--- config.mk ---
export PLATFORM = sky130hd
export DESIGN_NAME = llc_evict_buffer
export DESIGN_NICKNAME = d
export VERILOG_FILES = /design/src/rtl/llc_evict_buffer.sv
export SDC_FILE = /design/constraint.sdc
export NUM_CORES = 1
export LEC_CHECK = 0
export ABC_AREA = 1
export BUFFER_PORTS_ARGS = -buffer_cell sky130_fd_sc_hd__buf_2
export CAP_MARGIN = 30
export CORE_MARGIN = 2
export CORE_UTILIZATION = 54
export CTS_BUF_LIST = sky130_fd_sc_hd__clkbuf_16
export DETAILED_ROUTE_END_ITERATION = 10
export PLACE_DENSITY = 0.78
export SKIP_LAST_GASP = 1
export SYNTH_ARGS = -nofsm -noshare
export SYNTH_HDL_FRONTEND = slang
export SYNTH_SLANG_ARGS = --single-unit
--- constraint.sdc ---
create_clock -name clk -period 6.95 [get_ports clk]
set_input_delay 1.39 -clock clk [delete_from_list [all_inputs] [get_ports clk]]
set_output_delay 1.39 -clock clk [all_outputs]
set_load 0.02 [all_outputs]
--- src/rtl/llc_evict_buffer.sv ---
// LLC victim writeback buffer: queues modified victims for memory, drops clean ones,
// answers snoops against buffered lines and sequences flush-until-empty requests.
module llc_evict_buffer #(
  parameter int N_WAY  = 16,
  parameter int ADDR_W = 32,
  parameter int DEPTH  = 4
) (
  input  logic                     clk,
  input  logic                     rst,
  input  logic                     evict_valid,
  output logic                     evict_ready,
  input  logic [ADDR_W-1:0]        evict_addr,
  input  logic [$clog2(N_WAY)-1:0] evict_way,
  input  logic [1:0]               evict_mesi,
  output logic                     wb_valid,
  input  logic                     wb_ready,
  output logic [ADDR_W-1:0]        wb_addr,
  output logic [$clog2(N_WAY)-1:0] wb_way,
  input  logic                     snoop_valid,
  input  logic [ADDR_W-1:0]        snoop_addr,
  output logic                     snoop_hit,
  input  logic                     flush_req,
  output logic                     flush_done,
  output logic [15:0]              wb_count,
  output logic [15:0]              drop_count,
  output logic                     dup_err
);

  localparam int WAY_W = $clog2(N_WAY);
  localparam int PTR_W = $clog2(DEPTH);
  localparam int OCC_W = PTR_W + 1;
  localparam logic [OCC_W-1:0] OCC_FULL = OCC_W'(DEPTH);
  localparam logic [1:0]       MESI_M   = 2'd3;
  localparam logic [15:0]      CNT_MAX  = 16'hFFFF;

  typedef enum logic [1:0] {
    IDLE  = 2'd0,
    DRAIN = 2'd1,
    DONE  = 2'd2
  } state_t;

  state_t             state_r;
  logic [ADDR_W-1:0]  addr_mem_r [DEPTH];
  logic [WAY_W-1:0]   way_mem_r  [DEPTH];
  logic [DEPTH-1:0]   valid_r;
  logic [PTR_W-1:0]   wptr_r;
  logic [PTR_W-1:0]   rptr_r;
  logic [OCC_W-1:0]   occ_r;

  logic accept_s;
  logic push_s;
  logic drop_s;
  logic pop_s;
  logic snoop_match_s;
  logic dup_match_s;

  assign evict_ready = (occ_r != OCC_FULL) && (state_r == IDLE);
  assign wb_valid    = (occ_r != {OCC_W{1'b0}});
  assign wb_addr     = addr_mem_r[rptr_r];
  assign wb_way      = way_mem_r[rptr_r];
  assign accept_s    = evict_valid && evict_ready;
  assign push_s      = accept_s && (evict_mesi == MESI_M);
  assign drop_s      = accept_s && (evict_mesi != MESI_M);
  assign pop_s       = wb_valid && wb_ready;

  // Address match against live entries; the entry popping this cycle is still valid here.
  always_comb begin
    snoop_match_s = 1'b0;
    dup_match_s   = 1'b0;
    for (int i = 0; i < DEPTH; i++) begin
      snoop_match_s = snoop_match_s | (valid_r[i] & (addr_mem_r[i] == snoop_addr));
      dup_match_s   = dup_match_s   | (valid_r[i] & (addr_mem_r[i] == evict_addr));
    end
    snoop_match_s = snoop_match_s | (push_s & (evict_addr == snoop_addr));
  end

  // FIFO storage, per-entry valid bits, pointers and occupancy.
  always_ff @(posedge clk or posedge rst) begin
    if (rst) begin
      for (int i = 0; i < DEPTH; i++) begin
        addr_mem_r[i] <= '0;
        way_mem_r[i]  <= '0;
      end
      valid_r <= '0;
      wptr_r  <= '0;
      rptr_r  <= '0;
      occ_r   <= '0;
    end else begin
      if (pop_s) begin
        valid_r[rptr_r] <= 1'b0;
        rptr_r          <= rptr_r + PTR_W'(1);
      end
      if (push_s) begin
        addr_mem_r[wptr_r] <= evict_addr;
        way_mem_r[wptr_r]  <= evict_way;
        valid_r[wptr_r]    <= 1'b1;
        wptr_r             <= wptr_r + PTR_W'(1);
      end
      case ({push_s, pop_s})
        2'b10:   occ_r <= occ_r + OCC_W'(1);
        2'b01:   occ_r <= occ_r - OCC_W'(1);
        default: occ_r <= occ_r;
      endcase
    end
  end

  // Snoop response, saturating statistics and the sticky duplicate flag.
  always_ff @(posedge clk or posedge rst) begin
    if (rst) begin
      snoop_hit  <= 1'b0;
      wb_count   <= 16'd0;
      drop_count <= 16'd0;
      dup_err    <= 1'b0;
    end else begin
      snoop_hit <= snoop_valid && snoop_match_s;
      if (push_s && (wb_count != CNT_MAX)) begin
        wb_count <= wb_count + 16'd1;
      end
      if (drop_s && (drop_count != CNT_MAX)) begin
        drop_count <= drop_count + 16'd1;
      end
      if (push_s && dup_match_s) begin
        dup_err <= 1'b1;
      end
    end
  end

  // Flush sequencer; DRAIN waits for the FIFO to empty, DONE emits the one-cycle pulse.
  always_ff @(posedge clk or posedge rst) begin
    if (rst) begin
      state_r    <= IDLE;
      flush_done <= 1'b0;
    end else begin
      case (state_r)
        IDLE: begin
          flush_done <= 1'b0;
          if (flush_req) begin
            state_r <= DRAIN;
          end
        end
        DRAIN: begin
          if (occ_r == {OCC_W{1'b0}}) begin
            state_r    <= DONE;
            flush_done <= 1'b1;
          end else begin
            flush_done <= 1'b0;
          end
        end
        DONE: begin
          state_r    <= IDLE;
          flush_done <= 1'b0;
        end
        default: begin
          state_r    <= IDLE;
          flush_done <= 1'b0;
        end
      endcase
    end
  end

endmodule

==> run metrics <==
Setup Skew 15.1 ps; Boundary Pins 149; Crit. End Element primary output; post-cts sizing count 0; crit path time final 4550 ps; remaining global-route overflow 0; Synth Area in Simple Gates 32.4%; global-route wire length before repair 84000 µm; GRT Total Usage 46.6%; DRT iter0 DRCs 2386; setup TNS 0 ps; Tcrit/Tclk final 65.4%; switch share 52.0%; vias per cell 6.03; Placeable Area 23400 µm²; Synth Net Count 2052; CTS Buf Count 17; fraction of registers with async set/reset 100%; ys flop type dfrtp_1; Ys Warns 0; FMAX 0.220 GHz; Max-Cap Viols 0; Starting Density 54.8%; Int Pwr 2900 µW; Sink Count 192; largest net degree at the start of global routing 134; pwr dens 420 nW/µm²; arrival time worst endpoint 3160 ps; Post-DP HPWL 44400 µm; DR vias 14470; Synth Area in Adders 1.23%; worst slew pin tran 926 ps; critical path fanouts, max 59; largest family of logic cells by synthesized area simple AND/OR/NAND/NOR gates; RSZ-0062 raised after global routing no; Routability Congestion 1.18; drt first pass iters 10; port bufs 148; Slew Viols, Final 0; clock power share 18.6%; Synth Area in XOR/XNOR 6.07%; switching power total 3150 µW; Synth Area in Compound Gates 14.5%; clock tree buffer depth 2; final WL 58100 µm; CTS tree done; Slew Limit Headroom 37.7%; Die X-Extent 158 µm; site row count 56; status finished, final reports clean; synthesized area per cell 6.53 µm²; Skew-Pair Late Insertion Delay 470 ps; antenna viol nets, final 0; post-synth cell types 40; Nets 2154; startpoint class of the critical path register; Post-CTS Setup Bufs 0; worst path required time 5560 ps; largest area contributor in the netlist dfrtp_1; clk slew on worst S/H paths 80 ps; H-tree level count 4; cts hold-fix bufs 0; post-synth top area share 37.4%; Peak VDD IR 0.260 mV; Layout area overhead 12.4%; Reg power frac 35.4%; leakage 0.00724 µW; Die H 158 µm; Post-Syn Instances 1964; Seq/Total Area, Yosys 37.4%; critical path class reg2out; post-synthesis register bit count 192; n_diodes 0; top cells by area, synth dfrtp_1 (37%), nand2_1 (22%), o21ai_0 (9.1%); synthesized area 12800 µm²; Root Buffer clkbuf_16; Hold Path Class reg2reg; Comb pwr share 46.0%; wire length per cell 24.2 µm; final hold violations 0; post-synthesis mux area share 0%; die area 25000 µm²; power consumption 6050 µW; initial antenna violation count 2; EDFF count, synth 0; # DRC 0; Setup Viol. Count Final 0; vias in the first global route 13111; layout cells sized above 1 10.4%
-- Yosys cell counts (2+ instances only) --
cell      count
nor4_1        2
nor2_2        2
or2_2         3
o22ai_1      14
xnor2_1      57
inv_2         4
nor2_1      150
a21boi_0      2
o221ai_1      3
nor3_1       14
o211ai_1      4
nand3_1      46
xor2_1       32
dfrtp_1     192
o21ai_0     234
ha_1         11
clkbuf_2      4
a21oi_1      96
clkinv_1      8
o21ai_1       2
clkbuf_1     64
nand2_1     757
buf_2         5
nand4_1      48
nand2_2       5
inv_1       191
-- kinds of logic after synthesis --
kind of cell	count (synthesis)
and+or+nand+nor	1034
AOI/OAI and AO/OA	358
buffers and inverters	279
DFF	192
xor gates and xnor gates	89
adders and majority gates	12
-- flip-flops by register name (all words and copies together) (netlist names) --
name        count
occ_r           3
drop_count     16
addr_mem_r    128
snoop_hit       1
wptr_r          2
dup_err         1
way_mem_r      16
valid_r         4
state_r         2
flush_done      1
rptr_r          2
wb_count       16
-- final timing paths --
check	from	endpoint	slack, ps	depth (start not counted)
worst min-delay path	way_mem_r[11]	way_mem_r[11]	480	2
worst max register to register	rptr_r[0]	rptr_r[1]	4320	6
max in group asynchronous	rst	addr_mem_r[53]	5080	3
worst min register to register	way_mem_r[11]	way_mem_r[11]	480	2
min in group asynchronous	rst	drop_count[7]	850	2
worst max-delay path	rptr_r[0]	wb_addr[24]	2400	7
-- through the flow --
stage          hold slack [ps]  util [%]  instance area (µm²)  setup slack, ps  cells
5_1_grt                    517      61.6                14400             2340   2398
3_3_place_gp               446      58.7                13700             3170   2365
6_report                   481      61.6                14400             2400   2398
4_1_cts                    482      61.5                14400             2530   2397
2_1_floorplan              444         -                12800              333   1964
3_5_place_dp               460      58.7                13700             3020   2365
-- power by group through the flow --
| stage | logic (µW) | registers [µW] | clock network (µW) |
|---|---|---|---|
| final | 2780 | 2140 | 1130 |
| after global routing | 3000 | 2170 | 1170 |
| after CTS | 2680 | 2100 | 1120 |
| after detailed placement | 2680 | 2120 | 0 |
| after global placement | 2610 | 2110 | 0 |
| after floorplan | 1760 | 1890 | 0 |
-- metal layers --
metal | global-route usage (%) | routed length (µm)
met5 | 0 | 52
met4 | 27.4 | 4320
met3 | 9.91 | 6640
met2 | 71.4 | 25000
met1 | 61.0 | 22100
-- cells in the final DEF, fill, tap and decap left out, drive strengths merged --
master / n
nor4: 2
a21boi: 2
inv: 207
o21ai: 236
buf: 157
nand2: 763
o221ai: 3
ha: 11
nand4: 48
xor2: 32
nor3: 16
xnor2: 57
nor2: 153
or2: 3
o31ai: 1
bufinv: 1
o211ai: 4
o22ai: 14
dfrtp: 192
and2: 1
clkinv: 12
clkbuf: 17
a31oi: 1
nand3: 48
a21oi: 97
fa: 1
-- final cells by class --
cell class | count | area, µm²
fill | 2277 | 8980
clock buffer | 17 | 425
inverter | 205 | 785
clock inverter | 15 | 225
multi-input combinational | 1493 | 6960
sequential | 192 | 4800
timing repair buffer | 157 | 828
tap | 319 | 399
-- critical path: stages, from the launching register on --
cell and delay, ps:
dfrtp_1 370, buf_4 310, inv_2 680, buf_4 610
o21ai_0 210, a21oi_1 160, a21oi_1 90, buf_2 180
Note: power is estimated with default switching activity, not from simulation.
